### src/rtl/multiplier_operand_writer.sv
// Write-side producer for the multiplier operand FIFO: emits a burst of packed {a,b}
// words, stepping a and b after each one and writing only when the FIFO reports room.
module multiplier_operand_writer #(
   parameter int MIN_FREE   = 1,
   parameter int FIFO_DEPTH = 4
) (
   input  logic        clk,
   input  logic        rst_n,
   input  logic        start_sig,
   input  logic [7:0]  a_init,
   input  logic [7:0]  b_init,
   input  logic [7:0]  a_step,
   input  logic [7:0]  b_step,
   input  logic [7:0]  count,
   input  logic [2:0]  left_sig,
   output logic        write_req,
   output logic [15:0] fifo_write_data,
   output logic        busy,
   output logic        done_sig
);

   // left_sig never exceeds the FIFO depth, so a larger threshold could never be met.
   localparam int          THRESH     = (MIN_FREE > FIFO_DEPTH) ? FIFO_DEPTH : MIN_FREE;
   localparam logic [2:0]  THRESH_LSB = 3'(THRESH);

   typedef enum logic [2:0] {
      IDLE,
      CHECK,
      WRITE,
      SETTLE,
      DONE
   } state_t;

   state_t     state;
   logic [7:0] a;
   logic [7:0] b;
   logic [7:0] step_a;
   logic [7:0] step_b;
   logic [7:0] remaining;

   function automatic logic [7:0] wrap_add(input logic [7:0] x, input logic [7:0] s);
      logic [8:0] sum;
      sum = {1'b0, x} + {1'b0, s};
      return sum[7:0];
   endfunction

   always_ff @(posedge clk or negedge rst_n) begin
      if (!rst_n) begin
         state           <= IDLE;
         a               <= 8'h00;
         b               <= 8'h00;
         step_a          <= 8'h00;
         step_b          <= 8'h00;
         remaining       <= 8'h00;
         write_req       <= 1'b0;
         fifo_write_data <= 16'h0000;
         busy            <= 1'b0;
         done_sig        <= 1'b0;
      end else begin
         case (state)
            IDLE: begin
               write_req <= 1'b0;
               done_sig  <= 1'b0;
               if (start_sig) begin
                  a         <= a_init;
                  b         <= b_init;
                  step_a    <= a_step;
                  step_b    <= b_step;
                  remaining <= count;
                  busy      <= 1'b1;
                  state     <= (count != 8'h00) ? CHECK : DONE;
               end
            end
            CHECK: begin
               if (left_sig >= THRESH_LSB) begin
                  write_req       <= 1'b1;
                  fifo_write_data <= {a, b};
                  state           <= WRITE;
               end
            end
            WRITE: begin
               write_req <= 1'b0;
               a         <= wrap_add(a, step_a);
               b         <= wrap_add(b, step_b);
               remaining <= remaining - 8'h01;
               state     <= SETTLE;
            end
            // One idle cycle so left_sig reflects the write just issued.
            SETTLE: begin
               state <= (remaining == 8'h00) ? DONE : CHECK;
            end
            DONE: begin
               done_sig <= 1'b1;
               busy     <= 1'b0;
               state    <= IDLE;
            end
            default: begin
               write_req <= 1'b0;
               state     <= IDLE;
            end
         endcase
      end
   end

endmodule

### config.mk
export PLATFORM = sky130hd
export DESIGN_NAME = multiplier_operand_writer
export DESIGN_NICKNAME = d
export VERILOG_FILES = /design/src/rtl/multiplier_operand_writer.sv
export SDC_FILE = /design/constraint.sdc
export NUM_CORES = 1
export LEC_CHECK = 0
export BUFFER_PORTS_ARGS = -buffer_cell sky130_fd_sc_hd__buf_2
export CAP_MARGIN = 15
export CORE_MARGIN = 5
export CORE_UTILIZATION = 55
export CTS_BUF_LIST = sky130_fd_sc_hd__clkbuf_2
export DETAILED_ROUTE_END_ITERATION = 6
export GPL_TIMING_DRIVEN = 0
export PLACE_DENSITY = 0.81
export SLEW_MARGIN = 20
export SYNTH_ARGS = -nofsm -noshare
export SYNTH_HDL_FRONTEND = slang
export SYNTH_SLANG_ARGS = --single-unit
export TNS_END_PERCENT = 30
### constraint.sdc
create_clock -name clk -period 2.4 [get_ports clk]
set_input_delay 0.12 -clock clk [delete_from_list [all_inputs] [get_ports clk]]
set_output_delay 0.12 -clock clk [all_outputs]
set_load 0.02 [all_outputs]
# After elaboration in Yosys (flattened, before gate mapping)
# Index checks and enable logic that the tools add are counted.
# Widths: inputs -> output; s select.
op_classes:
  n_mux: 16
  n_lt_le_gt_ge: 1
  bitwise: 1
  reduce_logical: 12
  n_eq_ne: 6
  add_sub_neg: 3
op_table:
  columns: ["cell", "n"]
  rows:
  - ["$pmux 8 s2", 3]
  - ["$mux 8", 3]
  - ["$add 8x8->8", 2]
  - ["$mux 3", 4]
  - ["$pmux 3 s4", 1]
  - ["$reduce_and 2->1", 6]
  - ["$logic_not 8->1", 1]
  - ["$reduce_bool 8->1", 1]
  - ["$sub 8x1->8 const B", 1]
  - ["$eq 3x2->1 const B", 2]
  - ["$pmux 1 s2", 3]
  - ["$ne 2x2->1 const B", 2]
  - ["$reduce_bool 2->1", 2]
  - ["$eq 3x1->1 const B", 1]
  - ["$eq 3x3->1 const B", 1]
  - ["$ge 3x1->1 const B", 1]
  - ["$logic_not 3->1", 1]
  - ["$mux 1", 2]
  - ["$reduce_or 2->1", 1]
  - ["$not 1->1", 1]
word_totals:
  in_bits: 46
  ff_bits: 62
  word_cells: 49
  out_inout_bits: 19

# Longest topological paths before layout
# Gate-level depths: netlist of run 1.
logic_depth:
  depth_word: 4
  ltp_mapped: 8
  ltp_nobuf: 8

# Least setup slack after synthesis of run 1
# Ideal clock, no wire load.
synth_timing:
  path_type: "register to register"
  startpoint: "register a[0]"
  endpoint: "register a[6]"
  path_buffers: 0
  t_arrival_ns: 1.599
  synth_period_minus_slack_ns: 1.725
  setup_time_ns: 0.126
  t_required_ns: 2.274
  stages_incl_launch_ff: 9
  slack_ns: 0.675
  cell_sequence: "dfrtp_1 ha_1 inv_1 fa_1 nor2b_1 o21ai_0 nand2b_1 a21oi_1 o311a_1"
synth_between:
  elab_chain_cells: 2
synth_lines:
  columns: ["item", "line", "rtl"]
  rows:
  - ["from (decl)", "35", "logic [7:0] a;"]
  - ["from (signal assigned)", "65", "a <= a_init;"]
  - ["from (signal assigned)", "83", "a <= wrap_add(a, step_a);"]
  - ["$add 8x8->8", "43", "sum = {1'b0, x} + {1'b0, s};"]
  - ["$pmux 8 s2", "60", "case (state)"]
# No other way between the ends.
# A chain may end at the register's enable or synchronous reset.

# Worst setup path after layout of run 1
layout_timing:
  startpoint: "register state[1]"
  endpoint: "register fifo_write_data[1]"
layout_between:
  elab_chain_cells: 2
layout_lines:
  columns: ["item", "line", "rtl"]
  rows:
  - ["from (decl)", "34", "state_t state;"]
  - ["from (signal assigned)", "71", "state <= (count != 8'h00) ? CHECK : DONE;"]
  - ["from (signal assigned)", "90", "state <= (remaining == 8'h00) ? DONE : CHECK;"]
  - ["$eq 3x1->1", "60", null]
  - ["$reduce_and 2->1 (no source line)", null, null]
  - ["to (signal assigned)", "77", "fifo_write_data <= {a, b};"]
  - ["to (decl)", "17", "output logic [15:0] fifo_write_data,"]
# No other way between the ends.

==> flow_summary.yaml, run 1 <==
yosys:
  synth_most_common_cell: "nand2_1"
  syn_nets: 404
  async_flop_share_pct: 100
  netlist_top_cells_count: "77 x nand2_1, 62 x dfrtp_1, 21 x a21oi_1"
  synth_flop_cell: "dfrtp_1"
  yosys.area.top_type: "dfrtp_1"
  avgSynthCellArea_um2: 9.58
  synth_seq_cells: 62
  yosysWarnings: 0
  synth-edff-count: 0
  synthesis.area_um2: 3270
  yosysTopAreaCellShare_pct: 47.5
  seq_area_frac_synth_pct: 47.5
  synth_area_leaders: "dfrtp_1 47%, nand2_1 8.8%, ha_1 5.7%"
  synthCells: 341
  yosysUniqueCellTypes: 49
cells_and_area:
  design_area_um2: 4210
  antenna_cells: 0
  drive_gt1_share_pct: 21.4
  nets: 521
  fillerInstances: 442
  syn2layout_area_growth_pct: 28.8
floorplanning:
  fp.dieW_um: 87.1
  placementRows: 28
  coreArea_um2: 5850
  io_pins: 65
  initial_core_util_pct: 55.9
  die_h_um: 87.1
  die-area_um2: 7580
critical_path:
  crit_chain: "nor2_1 > and2_1 > clkbuf_1 > buf_4 > mux2_1"
  r2r-end: "fifo_write_data[1]$_DFFE_PN0P_"
  required_ps: 2780
  reg2regPathDepth: 5
  critPathSlowestCell: "dfrtp_1"
  worstSetupPathType: "flop to flop"
  crit_path_max_incr_delay_ps: 510
  cp-start-kind: "flop"
  path_max_fanout: 10
  worstPathArrival_ps: 2450
  critPathTopFamily: "buffers and inverters"
  rrSetupSlack_ps: 330
  rr_startpoint: "state[1]$_DFFE_PN0P_"
  cp-end-kind: "flop"
  crit_cells: 5
  critPathBufInv: 2
clock_network:
  cts-resized-gates: 0
  clockRootBuffer: "clkbuf_2"
  cts.clk_slew.worst_paths_ps: 180
  cts_num_sinks: 62
  h-tree-depth: 3
  cts_buffers: 9
  clock_path_buffers: 2
  cts_tree: "done"
  clk_latency_ps: 490
  post_cts_buffers: 0
worst_hold_path:
  hold_path.class: "primary input to flop"
  min_to: "write_req$_DFFE_PN0P_"
  min_path_cells: 5
  min_from: "left_sig[1]"
sta:
  fmaxAchievable_mhz: 484
  slew_headroom_pct: 47.3
  rsz0062_at_grt: "false"
  finalMaxSlewViolations: 0
  finClkSkew_ps: 26.3
  tightest_slew_ps: 790
  setup_viol: 0
  fin_setup_tns_ps: 0
  hold_violations: 0
  fin_crit_sh_pct: 86.1
  whs_ps: 149
  fin_crit_ps: 2070
placement:
  port_buffers: 64
  place_area_um2: 3680
  place_congestion: 0.848
  dp_hpwl_um: 5690
global_routing:
  grt_pass1_vias: 3057
  grt_pass1_wl_um: 14300
  antenna_found_initial: 0
  grtUsageTotal_pct: 24.6
  grt_start_max_net_pins: 63
  gr-total-overflow: 0
power:
  power_density_nw_per_um2: 1320
  leakage_nw: 2.01
  peakVddDrop_uv: 602
routing:
  vias_per_cell: 5.56
  wl_per_cell_um: 16.0
  dr.pass1.iters: 4
  wl_um: 8600
  first_iter_violations: 234
  postRouteAntennaNets: 0
  vias: 2990
  drt_drc_violations_left: 0
flow_run:
  maxCapViolCount: 0
status:
  status: "finished clean"
[cells in the final DEF, fill, tap and decap left out, drive strengths merged, types with 3 or more instances in the layout]
cell,Yosys,final
xnor2,4,4
nand2,77,77
ha,15,15
nor4,5,5
buf,10,74
nand2b,3,3
nor2b,4,4
mux2i,3,3
o21a,4,4
nor3,9,9
a31oi,6,6
clkbuf,6,17
o21ai,11,11
nor2,19,19
a21o,3,3
dlygate4sd3,0,42
dfrtp,62,62
clkinv,0,4
a211oi,5,5
mux2,19,19
a21oi,21,21
o22ai,4,4
and3,5,5
nand3,6,6
inv,10,10
[layout make-up]
| class | count | area [um2] | share of cell area, % |
|---|---|---|---|
| flip-flops and latches | 62 | 1550 | 36.8 |
| plain buffers | 16 | 77.6 | 1.84 |
| clock inverters | 5 | 50.0 | 1.19 |
| well taps | 75 | 93.8 | 2.23 |
| multi-input cells | 253 | 1600 | 38.0 |
| inverters | 10 | 37.5 | 0.892 |
| repair buffers | 106 | 743 | 17.7 |
| clock buffers | 11 | 55.1 | 1.31 |
[logic make-up (layout without fill, tap and decap cells)]
kind of cell / count (synthesis) / after routing / synth area share, %
mux: 22 / 22 / 7.47
flops: 62 / 62 / 47.5
simple gates: 138 / 138 / 19.0
fa+ha+maj: 17 / 17 / 6.97
compound gates: 70 / 70 / 14.0
buf+inv: 26 / 148 / 3.52
xor+xnor: 6 / 6 / 1.61
[sequential cells by signal (all words and copies together), names as in the netlist]
register         flops
busy                 1
write_req            1
a                    8
b                    8
fifo_write_data     16
step_b               8
step_a               8
done_sig             1
state                3
remaining            8
[tightest hold or removal path, delay by kind of cell]
| kind | cells | cell delay (ps) |
|---|---|---|
| AND/OR/NAND/NOR | 3 | 310 |
| AO/OA/AOI/OAI | 1 | 110 |
| buffers and inverters | 1 | 80 |
[where the power goes]
part	total, W	switching [W]	internal, W	leakage [nW]
Sequential	0.00194	0.000385	0.00155	0.733
Combinational	0.00299	0.00170	0.00129	1.20
Clock	0.000624	0.000381	0.000243	0.0755
Total	0.00555	0.00246	0.00309	2.01
[worst max path at each step]
stage / to / startpoint
after floorplan: a[6]$_DFFE_PN0P_ / a[0]$_DFFE_PN0P_
after global placement: fifo_write_data[14]$_DFFE_PN0P_ / state[1]$_DFFE_PN0P_
after detailed placement: fifo_write_data[15]$_DFFE_PN0P_ / state[1]$_DFFE_PN0P_
after CTS: fifo_write_data[15]$_DFFE_PN0P_ / state[1]$_DFFE_PN0P_
after global routing: fifo_write_data[1]$_DFFE_PN0P_ / state[1]$_DFFE_PN0P_
final: fifo_write_data[1]$_DFFE_PN0P_ / state[1]$_DFFE_PN0P_
[what timing repair did]
item	4_1_cts	5_1_grt
endpoints found under the setup margin	0	0
endpoints found under the hold margin	104	0
hold buffers	42	0
[metrics by stage]
stage | setup WS (ps) | total power (W) | utilization [%] | instances
after floorplan | 675 | 0.00406 | - | 341
after global placement | 403 | 0.00469 | 62.9 | 480
after detailed placement | 368 | 0.00482 | 63.0 | 480
after CTS | 326 | 0.00552 | 72.0 | 538
after global routing | 156 | 0.00602 | 72.0 | 538
final | 334 | 0.00555 | 72.0 | 538
[routing by layer]
layer | vias up | wire [um] | track usage [%] | share of wire, %
met5 | - | 0 | 0 | 0
met4 | 0 | 210 | 11.0 | 2.4
met3 | 22 | 421 | 4.26 | 4.9
met2 | 98 | 4230 | 40.5 | 49
met1 | 1425 | 3740 | 31.6 | 43
li1 | 1445 | - | - | -
No activity file was read; power rests on OpenSTA's default activity.
==> run 2, diff against run 1 <==
--- a/config.mk
+++ b/config.mk
@@ -7,7 +7,7 @@
 export LEC_CHECK = 0
 export BUFFER_PORTS_ARGS = -buffer_cell sky130_fd_sc_hd__buf_2
 export CAP_MARGIN = 15
-export CORE_MARGIN = 5
+export CORE_MARGIN = 2
 export CORE_UTILIZATION = 55
 export CTS_BUF_LIST = sky130_fd_sc_hd__clkbuf_2
 export DETAILED_ROUTE_END_ITERATION = 6
==> flow_summary.yaml, run 2 (same netlist as run 1, synthesis figures left out) <==
sta:
  finClkSkew_ps: 18.1
  fin_crit_ps: 2020
  fmaxAchievable_mhz: 496
  rsz0062_at_grt: "false"
  hold_violations: 0
  finalMaxSlewViolations: 0
  slew_headroom_pct: 49.7
  tightest_slew_ps: 755
  fin_setup_tns_ps: 0
  fin_crit_sh_pct: 84.0
  setup_viol: 0
cells_and_area:
  syn2layout_area_growth_pct: 27.8
  antenna_cells: 0
  largest-register: "fifo_write_data"
  register_area_um2: 1550
  fillerInstances: 478
  final_common_cell: "nand2_1"
  nets: 521
  largest_register_ffs: 16
  drive_gt1_share_pct: 20.3
  final_util_pct: 71.8
  mostFrequentLayoutCells: "77 x nand2_1, 71 x buf_2, 62 x dfrtp_1, 42 x dlygate4sd3_1, 21 x a21oi_1"
  multi_input_area_um2: 1600
critical_path:
  worstSetupPathType: "flop to flop"
  crit_chain: "nor2_1 > and2_1 > clkbuf_1 > buf_4 > mux2_1"
  critPathBufInv: 2
  cp-end-kind: "flop"
  critPathTopFamily: "buffers and inverters"
  path_max_fanout: 10
  worstPathArrival_ps: 2390
  required_ps: 2780
  crit_path_max_incr_delay_ps: 490
  cp-start-kind: "flop"
  critPathSlowestCell: "dfrtp_1"
power:
  leakage_nw: 1.99
  peakVddDrop_uv: 721
  power_density_nw_per_um2: 1290
clock_network:
  h-tree-depth: 3
  cts_num_sinks: 62
  cts-resized-gates: 0
  cts_tree: "done"
  post_cts_buffers: 0
  cts.clk_slew.worst_paths_ps: 170
  clock_path_buffers: 2
  cts_buffers: 9
  clockRootBuffer: "clkbuf_2"
  clk_latency_ps: 490
global_routing:
  antenna_found_initial: 0
  grt_pass1_wl_um: 13100
  grtUsageTotal_pct: 26.5
  grt_start_max_net_pins: 63
  grt_pass1_vias: 2848
  gr-total-overflow: 0
routing:
  dr.pass1.iters: 5
  wl_um: 8140
  drt_drc_violations_left: 0
  wl_per_cell_um: 15.2
  vias_per_cell: 5.57
  first_iter_violations: 211
  postRouteAntennaNets: 0
  vias: 2990
floorplanning:
  die_h_um: 81.1
  coreArea_um2: 5820
  initial_core_util_pct: 56.2
  die-area_um2: 6570
  io_pins: 65
  fp.dieW_um: 81.1
  placementRows: 28
placement:
  port_buffers: 64
  dp_hpwl_um: 5450
  place_congestion: 0.895
worst_hold_path:
  hold_path.class: "primary input to flop"
status:
  status: "finished clean"
flow_run:
  maxCapViolCount: 0
## run 2: cell type report
cell class / count / area share (%)
clock inverters: 4 / 0.360
well taps: 75 / 2.25
flip-flops and latches: 62 / 37.2
inverters: 10 / 0.899
clock buffers: 11 / 1.32
plain buffers: 16 / 1.86
repair buffers: 106 / 17.8
multi-input cells: 253 / 38.4
## run 2: worst paths after layout
check / startpoint / to / slack (ps) / cells after the start
hold reg to reg: fifo_write_data[13]$_DFFE_PN0P_ / fifo_write_data[13]$_DFFE_PN0P_ / 500 / 1
setup reg to reg: state[1]$_DFFE_PN0P_ / fifo_write_data[12]$_DFFE_PN0P_ / 380 / 5
min in group asynchronous: rst_n / b[6]$_DFFE_PN0P_ / 230 / 2
max in group asynchronous: rst_n / a[4]$_DFFE_PN0P_ / 1680 / 2
hold / removal: b_init[6] / b[6]$_DFFE_PN0P_ / 150 / 4
setup / recovery: state[1]$_DFFE_PN0P_ / fifo_write_data[12]$_DFFE_PN0P_ / 380 / 5
## run 2: repair_timing
item / CTS / global route
hold endpoints to repair: 103 / 0
hold buffers: 42 / 0
endpoints found under the setup margin: 0 / 0
## run 2: tightest hold or removal path: stages
cell	delay, ps
buf_2	80
mux2_1	130
o21ai_1	50
a211oi_1	210
## run 2: through the flow
step	total power, W	worst slack (ps)	cells	hold WS, ps	cell area, um2
after floorplan	0.00406	675	341	-176	3270
after global placement	0.00469	427	480	311	3680
after detailed placement	0.00482	388	480	246	3680
after CTS	0.00535	351	537	148	4180
after global routing	0.00586	235	537	166	4180
final	0.00539	385	537	145	4180
## run 2: power by group
group	total (W)	switching, W	internal (W)
Sequential	0.00194	0.000384	0.00155
Clock	0.000487	0.000360	0.000127
Combinational	0.00297	0.00168	0.00129
## run 2: routing by layer
layer  share of wire (%)  vias up  track usage (%)
li1                    -     1440                -
met5                   0        -                0
met2                  47      113             41.6
met4                 2.5        0             13.7
met1                  45     1415             35.7
met3                 5.7       22             4.11
==> run 3, diff against run 2 <==
--- a/config.mk
+++ b/config.mk
@@ -8,11 +8,11 @@
 export BUFFER_PORTS_ARGS = -buffer_cell sky130_fd_sc_hd__buf_2
 export CAP_MARGIN = 15
 export CORE_MARGIN = 2
-export CORE_UTILIZATION = 55
+export CORE_UTILIZATION = 52
 export CTS_BUF_LIST = sky130_fd_sc_hd__clkbuf_2
 export DETAILED_ROUTE_END_ITERATION = 6
 export GPL_TIMING_DRIVEN = 0
-export PLACE_DENSITY = 0.81
+export PLACE_DENSITY = 0.8
 export SLEW_MARGIN = 20
 export SYNTH_ARGS = -nofsm -noshare
 export SYNTH_HDL_FRONTEND = slang
==> constraint.sdc (replaced) <==
create_clock -name clk -period 1.8 [get_ports clk]
set_input_delay 0.09 -clock clk [delete_from_list [all_inputs] [get_ports clk]]
set_output_delay 0.09 -clock clk [all_outputs]
set_load 0.02 [all_outputs]
==> flow_summary.yaml, run 3 (same netlist as run 1, synthesis figures left out) <==
power:
  leakage_nw: 2.07
  seq_power_share_pct: 33.1
  peakVddDrop_uv: 1090
  power.net_switching_w: 0.00350
  power_frac_clock_pct: 10.3
  p_int_w: 0.00444
  power_density_nw_per_um2: 1800
  p_sw_share_pct: 44.1
  combPwrFrac_pct: 56.6
critical_path:
  worstSetupPathType: "flop to flop"
  r2r-end: "a[6]$_DFFE_PN0P_"
  path_max_fanout: 3
  reg2regPathDepth: 8
  required_ps: 2170
  rr_startpoint: "step_a[0]$_DFFE_PN0P_"
  rrSetupSlack_ps: -80
  cp-start-kind: "flop"
  worstPathArrival_ps: 2250
  cp-end-kind: "flop"
global_routing:
  antenna_found_initial: 0
  grtUsageTotal_pct: 25.1
  grt_start_max_net_pins: 63
  gr-total-overflow: 0
  grt_pass1_wl_um: 14100
  grt_pass1_vias: 3011
worst_hold_path:
  min_from: "left_sig[2]"
  min_to: "write_req$_DFFE_PN0P_"
  min_path_cells: 5
  hold_path.class: "primary input to flop"
clock_network:
  clock_path_buffers: 2
  clockRootBuffer: "clkbuf_2"
  h-tree-depth: 3
  cts_num_sinks: 62
  cts_buffers: 9
  cts_tree: "done"
  clk_latency_ps: 480
  cts.clk_slew.worst_paths_ps: 160
floorplanning:
  placementRows: 28
  io_pins: 65
  initial_core_util_pct: 54.6
  die-area_um2: 6930
  coreArea_um2: 5990
  die_h_um: 83.3
  fp.dieW_um: 83.3
sta:
  finalMaxSlewViolations: 0
  slew_headroom_pct: 47.9
  setup_ws_ps: -83.8
  fin_crit_ps: 1880
  rsz0062_at_grt: "true"
  fmaxAchievable_mhz: 531
  hold_violations: 0
  fin_crit_sh_pct: 105
  setup_viol: 2
  finClkSkew_ps: 16.1
  tightest_slew_ps: 781
cells_and_area:
  nets: 528
  largest_register_ffs: 16
  antenna_cells: 0
  mostFrequentLayoutCells: "77 x nand2_1, 66 x buf_2, 60 x dfrtp_1, 42 x dlygate4sd3_1, 20 x a21oi_1"
  drive_gt1_share_pct: 27.9
  syn2layout_area_growth_pct: 34.6
  final_common_cell: "nand2_1"
  fillerInstances: 437
  largest-register: "fifo_write_data"
  instances_no_fill: 544
placement:
  dp_cells: 480
  post-place-ws_ps: -221
  port_buffers: 64
  place_congestion: 0.885
  dp_hpwl_um: 5460
routing:
  dr.pass1.iters: 6
  wl_per_cell_um: 16.0
  drt_drc_violations_left: 0
  wl_um: 8690
  vias_per_cell: 5.58
  first_iter_violations: 235
  vias: 3035
  postRouteAntennaNets: 0
status:
  violations: "setup timing"
  status: "finished, violations left"
flow_run:
  maxCapViolCount: 0
[run 3: cell types whose count changed in the layout (fill, tap and decap cells not counted), moves of 3 or more]
cell / previous run / this run
buf_2: 71 / 66
buf_4: 3 / 16
clkbuf_1: 6 / 0
clkbuf_2: 11 / 15
clkinv_1: 4 / 1
ha_1: 15 / 12
[run 3: routing by layer]
layer | up-vias | share of wire (%) | global-route usage [%]
li1 | 1453 | - | -
met4 | 0 | 2.5 | 11.0
met1 | 1448 | 46 | 35.0
met2 | 115 | 47 | 39.4
met5 | - | 0 | 0
met3 | 19 | 4.6 | 3.28
[run 3: how the worst max path moves through the flow]
| stage | cells after the start | endpoint | slack [ps] | start |
|---|---|---|---|---|
| after floorplan | 8 | a[6]$_DFFE_PN0P_ | 70 | a[0]$_DFFE_PN0P_ |
| after global placement | 5 | fifo_write_data[14]$_DFFE_PN0P_ | -190 | state[1]$_DFFE_PN0P_ |
| after detailed placement | 5 | fifo_write_data[0]$_DFFE_PN0P_ | -220 | state[1]$_DFFE_PN0P_ |
| after CTS | 8 | a[6]$_DFFE_PN0P_ | -10 | step_a[0]$_DFFE_PN0P_ |
| after global routing | 8 | a[6]$_DFFE_PN0P_ | -160 | step_a[0]$_DFFE_PN0P_ |
| final | 8 | a[6]$_DFFE_PN0P_ | -80 | step_a[0]$_DFFE_PN0P_ |
[run 3: power groups by stage]
stage	registers, W	clock network, W	logic [W]
final	0.00263	0.000818	0.00449
after floorplan	0.00270	0	0.00270
after CTS	0.00256	0.000822	0.00419
after global routing	0.00271	0.000882	0.00495
after detailed placement	0.00258	0	0.00385
after global placement	0.00256	0	0.00369
[run 3: cell type report]
class	count	area, um2	share of cell area, %
Timing Repair Buffer	114	803	18.3
Clock buffer	13	65.1	1.48
Inverter	10	37.5	0.853
Tap cell	75	93.8	2.13
Buffer	15	104	2.36
Multi-Input combinational cell	253	1710	38.8
Clock inverter	2	33.8	0.768
Sequential cell	62	1550	35.3
[run 3: worst max-delay path, cell delays in order, from the launching register on]
cell and delay [ps]:
dfrtp_1 430, ha_2 210, inv_2 40, fa_2 350, nor2b_1 160, o21ai_1 80
nand2b_1 150, a21oi_2 80, o311a_1 290
[run 3: through the flow]
stage,setup TNS (ps),cell area [um2],power (W),hold slack (ps),util (%)
5_1_grt,-441,4400,0.00854,168,73.4
6_report,-129,4400,0.00793,118,73.4
2_1_floorplan,0,3270,0.00541,-206,-
3_5_place_dp,-3790,3680,0.00644,224,61.5
4_1_cts,-12.1,4300,0.00757,81.0,71.8
3_3_place_gp,-3110,3680,0.00625,280,61.5
[run 3: timing repair]
item	CTS	global route
resized for setup	22	28
setup endpoints to repair	47	40
cloned	0	0
pin swaps	5	7
hold buffers	42	0
setup buffers	6	2
endpoints found under the hold margin	104	0
